File: src/rtl/sram_arbiter.sv
// Shares one asynchronous 16-bit SRAM between a real-time video reader and a host
// read/write port. Video has fixed priority; a wait counter keeps the host from starving.
module sram_arbiter #(
    parameter int READ_CYCLES   = 2,
    parameter int WRITE_CYCLES  = 2,
    parameter int HOST_MAX_WAIT = 16
) (
    input  logic        clk,
    input  logic        resetN,
    input  logic        vidReq,
    input  logic [17:0] vidAddr,
    output logic        vidAck,
    output logic [15:0] vidData,
    output logic        vidValid,
    input  logic        hostReq,
    input  logic        hostWe,
    input  logic [17:0] hostAddr,
    input  logic [15:0] hostWData,
    input  logic [1:0]  hostByteEn,
    output logic        hostAck,
    output logic [15:0] hostRData,
    output logic        hostRValid,
    output logic [17:0] ram_addr,
    input  logic [15:0] ram_din,
    output logic [15:0] ram_dout,
    output logic        ram_ce,
    output logic        ram_oe,
    output logic        ram_we,
    output logic        ram_lb,
    output logic        ram_hb
);

    localparam int CNT_MAX = (READ_CYCLES > WRITE_CYCLES) ? READ_CYCLES : WRITE_CYCLES;
    localparam int CNT_W   = $clog2(CNT_MAX + 1);
    localparam int WAIT_W  = $clog2(HOST_MAX_WAIT + 1);
    localparam logic [CNT_W-1:0]  RD_LAST  = CNT_W'(READ_CYCLES - 1);
    localparam logic [CNT_W-1:0]  WR_LAST  = CNT_W'(WRITE_CYCLES - 1);
    localparam logic [CNT_W-1:0]  CNT_ONE  = CNT_W'(1);
    localparam logic [WAIT_W-1:0] WAIT_MAX = WAIT_W'(HOST_MAX_WAIT);
    localparam logic [WAIT_W-1:0] WAIT_ONE = WAIT_W'(1);

    typedef enum logic [2:0] {IDLE, READ, WR_SETUP, WR_PULSE, WR_HOLD} state_t;

    state_t            state_q, state_d;
    logic [CNT_W-1:0]  cnt_q, cnt_d;
    logic [WAIT_W-1:0] waitCnt_q, waitCnt_d;
    logic [17:0]       addr_q, addr_d;
    logic [15:0]       dout_q, dout_d;
    logic [1:0]        be_q, be_d;
    logic              rdHost_q, rdHost_d;
    logic              vidAck_q, vidAck_d, hostAck_q, hostAck_d;
    logic              vidValid_q, vidValid_d, hostValid_q, hostValid_d;
    logic [15:0]       vidData_q, vidData_d, hostRData_q, hostRData_d;
    logic              ce_q, ce_d, oe_q, oe_d, we_q, we_d, lb_q, lb_d, hb_q, hb_d;

    logic vidReqEff, hostReqEff, arbPoint, hostWin, vidWin;
    logic readGrant, writeGrant, wrState;

    // A requester whose ack is showing has already been served; it must not win again.
    assign vidReqEff  = vidReq && !vidAck_q;
    assign hostReqEff = hostReq && !hostAck_q;
    assign arbPoint   = (state_q == IDLE) || ((state_q == READ) && (cnt_q == RD_LAST));
    assign hostWin    = hostReqEff && (!vidReqEff || (waitCnt_q == WAIT_MAX));
    assign vidWin     = !hostWin && vidReqEff;
    assign readGrant  = arbPoint && (vidWin || (hostWin && !hostWe));
    assign writeGrant = (state_q == IDLE) && hostWin && hostWe;

    always_comb begin
        state_d     = state_q;
        cnt_d       = cnt_q;
        waitCnt_d   = waitCnt_q;
        addr_d      = addr_q;
        dout_d      = dout_q;
        be_d        = be_q;
        rdHost_d    = rdHost_q;
        vidAck_d    = 1'b0;
        hostAck_d   = 1'b0;
        vidValid_d  = 1'b0;
        hostValid_d = 1'b0;
        vidData_d   = vidData_q;
        hostRData_d = hostRData_q;

        case (state_q)
            IDLE: begin
                if (readGrant) begin
                    state_d = READ;
                    cnt_d   = '0;
                end else if (writeGrant) begin
                    state_d = WR_SETUP;
                end
            end
            READ: begin
                if (cnt_q == RD_LAST) begin
                    if (rdHost_q) begin
                        hostRData_d = ram_din;
                        hostValid_d = 1'b1;
                    end else begin
                        vidData_d  = ram_din;
                        vidValid_d = 1'b1;
                    end
                    // Pending write or nothing to do: one turnaround cycle with oe low.
                    state_d = readGrant ? READ : IDLE;
                    cnt_d   = '0;
                end else begin
                    cnt_d = cnt_q + CNT_ONE;
                end
            end
            WR_SETUP: begin
                state_d = WR_PULSE;
                cnt_d   = '0;
            end
            WR_PULSE: begin
                if (cnt_q == WR_LAST) begin
                    state_d = WR_HOLD;
                end else begin
                    cnt_d = cnt_q + CNT_ONE;
                end
            end
            WR_HOLD:  state_d = IDLE;
            default:  state_d = IDLE;
        endcase

        if (readGrant) begin
            addr_d    = hostWin ? hostAddr : vidAddr;
            rdHost_d  = hostWin;
            hostAck_d = hostWin;
            vidAck_d  = !hostWin;
        end else if (writeGrant) begin
            addr_d    = hostAddr;
            dout_d    = hostWData;
            be_d      = hostByteEn;
            hostAck_d = 1'b1;
        end

        if (!hostReq || hostAck_q || hostAck_d) begin
            waitCnt_d = '0;
        end else if (waitCnt_q != WAIT_MAX) begin
            waitCnt_d = waitCnt_q + WAIT_ONE;
        end

        wrState = (state_d == WR_SETUP) || (state_d == WR_PULSE) || (state_d == WR_HOLD);
        ce_d    = (state_d != IDLE);
        oe_d    = (state_d == READ);
        we_d    = (state_d == WR_PULSE);
        lb_d    = (state_d == READ) || (wrState && be_d[0]);
        hb_d    = (state_d == READ) || (wrState && be_d[1]);
    end

    always_ff @(posedge clk) begin
        if (!resetN) begin
            state_q     <= IDLE;
            cnt_q       <= '0;
            waitCnt_q   <= '0;
            addr_q      <= '0;
            dout_q      <= '0;
            be_q        <= '0;
            rdHost_q    <= 1'b0;
            vidAck_q    <= 1'b0;
            hostAck_q   <= 1'b0;
            vidValid_q  <= 1'b0;
            hostValid_q <= 1'b0;
            vidData_q   <= '0;
            hostRData_q <= '0;
            ce_q        <= 1'b0;
            oe_q        <= 1'b0;
            we_q        <= 1'b0;
            lb_q        <= 1'b0;
            hb_q        <= 1'b0;
        end else begin
            state_q     <= state_d;
            cnt_q       <= cnt_d;
            waitCnt_q   <= waitCnt_d;
            addr_q      <= addr_d;
            dout_q      <= dout_d;
            be_q        <= be_d;
            rdHost_q    <= rdHost_d;
            vidAck_q    <= vidAck_d;
            hostAck_q   <= hostAck_d;
            vidValid_q  <= vidValid_d;
            hostValid_q <= hostValid_d;
            vidData_q   <= vidData_d;
            hostRData_q <= hostRData_d;
            ce_q        <= ce_d;
            oe_q        <= oe_d;
            we_q        <= we_d;
            lb_q        <= lb_d;
            hb_q        <= hb_d;
        end
    end

    assign vidAck     = vidAck_q;
    assign vidData    = vidData_q;
    assign vidValid   = vidValid_q;
    assign hostAck    = hostAck_q;
    assign hostRData  = hostRData_q;
    assign hostRValid = hostValid_q;
    assign ram_addr   = addr_q;
    assign ram_dout   = dout_q;
    assign ram_ce     = ce_q;
    assign ram_oe     = oe_q;
    assign ram_we     = we_q;
    assign ram_lb     = lb_q;
    assign ram_hb     = hb_q;

endmodule

File: config.mk
export PLATFORM = sky130hd
export DESIGN_NAME = sram_arbiter
export DESIGN_NICKNAME = d
export VERILOG_FILES = /design/src/rtl/sram_arbiter.sv
export SDC_FILE = /design/constraint.sdc
export NUM_CORES = 1
export LEC_CHECK = 0
export CAP_MARGIN = 40
export CORE_ASPECT_RATIO = 1.5
export CORE_MARGIN = 5
export CORE_UTILIZATION = 43
export DETAILED_ROUTE_END_ITERATION = 16
export PLACE_DENSITY = 0.8
export SLEW_MARGIN = 40
export SYNTH_ARGS = -nofsm -noshare
export SYNTH_HDL_FRONTEND = slang
export SYNTH_SLANG_ARGS = --single-unit
File: constraint.sdc
create_clock -name clk -period 2.3 [get_ports clk]
set_input_delay 0.46 -clock clk [delete_from_list [all_inputs] [get_ports clk]]
set_output_delay 0.46 -clock clk [all_outputs]
set_load 0.005 [all_outputs]
==> impl_metrics.ini, run 1 <==
[detailed_routing]
viasPerCell = 5.174
vias = 3539
route.met2.wl_mm = 5.322
routedWlPerCell_um = 14.77
dr.pass1.iters = 5
wl_met1_mm = 3.889
drc = 0
drt_iter0_markers = 172
highest_layer = met4
dr_wl_met3_um = 711
antenna_left = 0
drt_wl_total_mm = 10.11

[worst_setup_path]
critPathKind = reg -> reg
rr_startpoint = waitCnt_q[0]
endpoint = ram_addr[8]
rr_worst_depth = 6
crit_path_max_incr_delay_ns = 0.64
crit_fanout = 19
cp_slowest_cell = a2111o_1
cp-start-kind = flip-flop
worstPathRequired_ns = 2.51
r2r_end = ram_addr[8]
crit_chain = inv_1 > ha_1 > and4bb_2 > a2111o_1 > nand2_1 > a31oi_1
worstPathArrival_ns = 2.21
critPathLaunch = waitCnt_q[0]
end_kind = flip-flop
regToRegSetupSlack_ns = 0.30

[cells_and_area]
final_util_pct = 66.18
layout.nets = 653
post_route_cells_drive_above_1_share_pct = 6.239
area_delta_synth_final_pct = 50.49
n_antenna_cell = 0

[logic_synthesis]
yosys_warnings = 0
synth_cells = 429
synth-main-ff-cell = dfxtp_1
ys_top_cells_by_count = nand2_1, dfxtp_1, a21boi_0
synth_edf_count = 0
syn_nets = 508
synth_top_cell_by_area = dfxtp_1
synthTopCellsByArea = dfxtp_1, nand2_1, a21boi_0
ys_types = 49
mappedNetlistArea_mm2 = 0.003700
yosysSeqAreaShare_pct = 47.62
post-synth-top-count-cell = nand2_1
avgSynthCellArea_um2 = 8.624
ys_ff_latch = 88
synth_top_area_share_pct = 47.62
async_reset_ff_share_pct = 0

[clocking]
cts_tree = built
numCtsBuffers = 9
ctsResizeCount = 0
cts_root_buffer = clkbuf_16
holdBufCountCts = 0
clock_sinks = 88
clock_latency_ns = 0.33
clk_pin_slew_ns = 0.06
htree_levels = 3
cts_buffer_depth = 2
cts_post_setup_buffers_inserted = 0

[timing]
relSlewSlack_pct = 61.18
final.setup.tns_ns = 0
rsz0062_at_grt = no
tightest_slew_ns = 0.5823
fin_crit_sh_pct = 86.88
slew_violations = 0
setup_viol = 0
finalHoldViolCount = 0
skew_ns = 0.003012
max_freq_mhz = 500.4
fin_crit_ns = 1.998

[floorplan]
dieHeight_um = 123.6
pin_count = 150
die_area_mm2 = 0.01060
die_w_um = 85.74
start_util_pct = 43.98
coreArea_mm2 = 0.008413
std_cell_rows = 41

[placed_design]
place_congestion = 0.7924
port_buffers = 149
hpwl_mm = 7.636

[global_route]
overflow = 0
grt_pass1_wl_mm = 15.89
grt_pass1_vias = 3419
grt_start_max_net_pins = 40
gr-usage-all-layers_pct = 18.68
antenna_found_initial = 0

[min_path]
min_from = ram_dout[15]
holdCritPathClass = reg -> reg

[flow_run]
drv_cap = 0

[power]
irDropWorstVdd_uv = 429.9
leakagePower_nw = 1.993
p_per_area_mw_per_mm2 = 643.7

[outcome]
status = finished clean
[area by class of cell]
cell class	instances	area [µm²]
timing repair buffer	165	1632
clock buffer	13	250.2
inverter	5	18.77
clock inverter	1	5.005
fill	714	2845
multi-input combinational	305	1767
tap	107	133.9
sequential	88	1762
[cell usage in the layout (no fill, tap or decap), types with 2 or more instances in the layout]
cell type / Yosys / layout
a21boi_0: 52 / 52
a21oi_1: 5 / 5
a31oi_1: 19 / 19
a32oi_1: 2 / 2
and2_1: 3 / 3
and2b_1: 2 / 2
and3_1: 2 / 2
buf_12: 0 / 2
buf_4: 5 / 14
clkbuf_1: 12 / 3
clkbuf_16: 0 / 9
clkdlybuf4s50_1: 0 / 148
dfxtp_1: 88 / 88
ha_1: 4 / 4
inv_1: 5 / 5
nand2_1: 141 / 141
nand2b_1: 2 / 2
nand3_1: 3 / 3
nand4_1: 2 / 2
nor2_1: 12 / 12
nor2b_1: 4 / 4
nor3_1: 5 / 4
nor3_2: 1 / 2
o21a_1: 3 / 3
o41ai_1: 18 / 18
or3_1: 2 / 2
xor2_1: 2 / 2
[power by group]
group | internal (mW) | total [mW] | switching (mW) | leakage (nW)
sequential | 1.61 | 1.67 | 0.0526 | 0.717
combinational | 0.378 | 0.650 | 0.273 | 1.15
clock | 0.748 | 1.27 | 0.520 | 0.126
[kinds of logic (layout without fill, tap and decap cells)]
| logic type | count (synthesis) | after routing | synth area share [%] |
|---|---|---|---|
| buf+inv | 36 | 184 | 4.768 |
| mux | 2 | 2 | 0.5749 |
| simple gates | 187 | 187 | 21.95 |
| flops | 88 | 88 | 47.62 |
| xor+xnor | 3 | 3 | 0.7103 |
| fa+ha+maj | 4 | 4 | 1.353 |
| compound gates | 109 | 109 | 23.03 |
[state kept, by name, summed over array words and instances, names as in the netlist]
| name | count |
|---|---|
| ram_hb | 1 |
| be_q | 2 |
| hostAck | 1 |
| vidAck | 1 |
| hostRData | 16 |
| vidData | 16 |
| rdHost_q | 1 |
| hostRValid | 1 |
| waitCnt_q | 5 |
| state_q | 3 |
| ram_ce | 1 |
| ram_we | 1 |
| ram_addr | 18 |
| ram_dout | 16 |
| vidValid | 1 |
| ram_oe | 1 |
| cnt_q | 2 |
| ram_lb | 1 |
[metal layers]
| metal | vias to the layer above | global-route usage (%) |
|---|---|---|
| met5 | - | 0 |
| met4 | 0 | 6.832 |
| met2 | 110 | 33.85 |
| met3 | 12 | 6.089 |
| met1 | 1648 | 20.15 |
| li1 | 1769 | - |
[worst min-delay path by stage]
stage	end	slack, ns	depth (start not counted)
final	ram_dout[15]	0.46	2
after global routing	vidData[8]	0.49	2
after CTS	ram_dout[15]	0.46	2
after detailed placement	ram_dout[15]	0.45	2
after global placement	vidData[13]	0.45	2
after floorplan	be_q[1]	0.44	2
[per-stage QoR]
step | std cells | hold slack [ns] | area, µm² | setup WS [ns] | power, mW
floorplan | 429 | 0.4438 | 3700 | 0.4209 | 1.987
finish | 684 | 0.4579 | 5568 | 0.3017 | 3.584
global placement | 670 | 0.4490 | 5313 | 0.09940 | 2.336
CTS | 684 | 0.4621 | 5568 | 0.2834 | 3.625
detailed placement | 670 | 0.4544 | 5313 | 0.05195 | 2.349
global route | 684 | 0.4860 | 5568 | 0.1554 | 3.752
[worst max-delay path: cells and delay by family (launching register included)]
family | cells | cell delay, ns
AOI/OAI and AO/OA | 2 | 0.72
and+or+nand+nor | 2 | 0.48
adders and majority gates | 1 | 0.22
DFF | 1 | 0.37
buffers and inverters | 1 | 0.08
(Power assumes the default switching activity.)
==> inputs of run 2 (changes only) <==
CAP_MARGIN = default   (was 40)
SKIP_CTS_REPAIR_TIMING = 1   (was default)
==> results of run 2 <==
Same layout as run 1: the final DEF is identical, and so are final timing and power.
==> inputs of run 3 (changes only) <==
CORE_ASPECT_RATIO = default   (was 1.5)
==> run 3 against run 2 <==
Net effect: clock skew increased by 0.0084 ns; via count unchanged; power shrank 4.9%; final cell count increased by 0.29%; core utilization rose by 0.61 points; worst hold slack better by 0.0038 ns; non-clock buffer count rose by 2; worst setup slack improved by 0.018 ns; fmax up 0.91%; highest routed layer unchanged.
==> impl_metrics.ini, run 3 (synthesized netlist as in run 1, its figures left out) <==
[clocking]
cts_buffer_depth = 2
numCtsBuffers = 9
clock_latency_ns = 0.35
htree_levels = 3
clock_sinks = 88
cts_tree = built
clk_pin_slew_ns = 0.08
cts_root_buffer = clkbuf_8

[timing]
relSlewSlack_pct = 59.20
max_freq_mhz = 505.0
tightest_slew_ns = 0.6120
fin_crit_ns = 1.980
finalHoldViolCount = 0
skew_ns = 0.01140
fin_crit_sh_pct = 86.10
setup_viol = 0
rsz0062_at_grt = no
final.setup.tns_ns = 0
whs_ns = 0.4616
setup_slack_ns = 0.3197
slew_violations = 0

[floorplan]
pin_count = 150
std_cell_rows = 33
dieHeight_um = 102.8
start_util_pct = 44.58
die_area_mm2 = 0.01056
die_w_um = 102.8
coreArea_mm2 = 0.008299

[cells_and_area]
final_common_cell = clkdlybuf4s50_1
final_cell_mix = clkdlybuf4s50_1, nand2_1, dfxtp_1
n_antenna_cell = 0
layout.nets = 655
post_route_cells_drive_above_1_share_pct = 7.401
fin_area_mm2 = 0.005543
area_delta_synth_final_pct = 49.81
fill_cells = 690
final_util_pct = 66.79
largest_register_ffs = 18

[power]
leakagePower_nw = 1.981
irDropWorstVdd_uv = 311.0
p_per_area_mw_per_mm2 = 615.3

[detailed_routing]
vias = 3539
drt_iter0_markers = 121
dr.pass1.iters = 5
antenna_left = 0
drt_wl_total_mm = 10.28
drc = 0
viasPerCell = 5.159
routedWlPerCell_um = 14.99

[global_route]
overflow = 0
top_usage_layer = met2
grt_pass1_vias = 3472
antenna_found_initial = 0
grt_pass1_wl_mm = 16.47
gr-usage-all-layers_pct = 19.40
grtUsageMet3_pct = 6.022
grt_start_max_net_pins = 46
grt_use_met2_pct = 32.22
grtUsageMet1_pct = 24.55

[placed_design]
port_buffers = 149
hpwl_mm = 7.751
place_congestion = 0.8222
place_ws_ns = 0.04120
dpl-instance-area_mm2 = 0.005338

[worst_setup_path]
rr_startpoint = waitCnt_q[0]
crit_path_max_incr_delay_ns = 0.39
worstPathArrival_ns = 2.20
critPathLaunch = waitCnt_q[0]
worstPathRequired_ns = 2.52
end_kind = flip-flop
crit_chain = inv_1 > ha_1 > and4bb_2 > a2111oi_4 > or3_1 > buf_4 > a31oi_1
crit_buf_inv = 2
crit_fanout = 18
cp-start-kind = flip-flop
path_delay_family = compound AO/OA/AOI/OAI gates
critPathKind = reg -> reg
cp_slowest_cell = dfxtp_1

[min_path]
holdCritPathClass = reg -> reg
min_from = ram_dout[3]

[outcome]
status = finished clean

[flow_run]
drv_cap = 0
## run 3: final timing paths
check	endpoint	slack, ns	cells past startpoint
worst min register to register	ram_dout[3]	0.46	2
worst max register to register	ram_addr[6]	0.32	7
worst min-delay path	ram_dout[3]	0.46	2
worst max-delay path	ram_addr[6]	0.32	7
## run 3: stage by stage
step | total power [mW] | cells
after floorplan | 1.987 | 429
after global placement | 2.351 | 670
after detailed placement | 2.365 | 670
after CTS | 3.438 | 686
after global routing | 3.571 | 686
final | 3.410 | 686
## run 3: final cells by class
cell class	count	area [µm²]	share of cell area, %
Sequential cell	88	1762	31.78
Clock inverter	6	67.56	1.219
Tap cell	105	131.4	2.370
Clock buffer	10	137.6	2.483
Multi-Input combinational cell	305	1767	31.87
Inverter	5	18.77	0.3386
Timing Repair Buffer	167	1659	29.93
## run 3: routing by layer
| layer | share of wire [%] | up-vias |
|---|---|---|
| met1 | 44 | 1647 |
| met3 | 7.0 | 13 |
| li1 | - | 1767 |
| met4 | 1.3 | 0 |
| met2 | 48 | 112 |
| met5 | 0 | - |
## run 3: power breakdown
| group | internal, mW | total, mW | switching, mW | leakage [nW] |
|---|---|---|---|---|
| registers | 1.61 | 1.66 | 0.0525 | 0.717 |
| logic | 0.386 | 0.666 | 0.280 | 1.17 |
| clock network | 0.535 | 1.08 | 0.545 | 0.0989 |
| total | 2.53 | 3.41 | 0.878 | 1.98 |
## run 3: worst reg2reg max path: stages (launching register included)
cell and delay (ns):
dfxtp_1 0.39, inv_1 0.08, ha_1 0.22, and4bb_2 0.30
a2111oi_4 0.38, or3_1 0.16, buf_4 0.21, a31oi_1 0.11
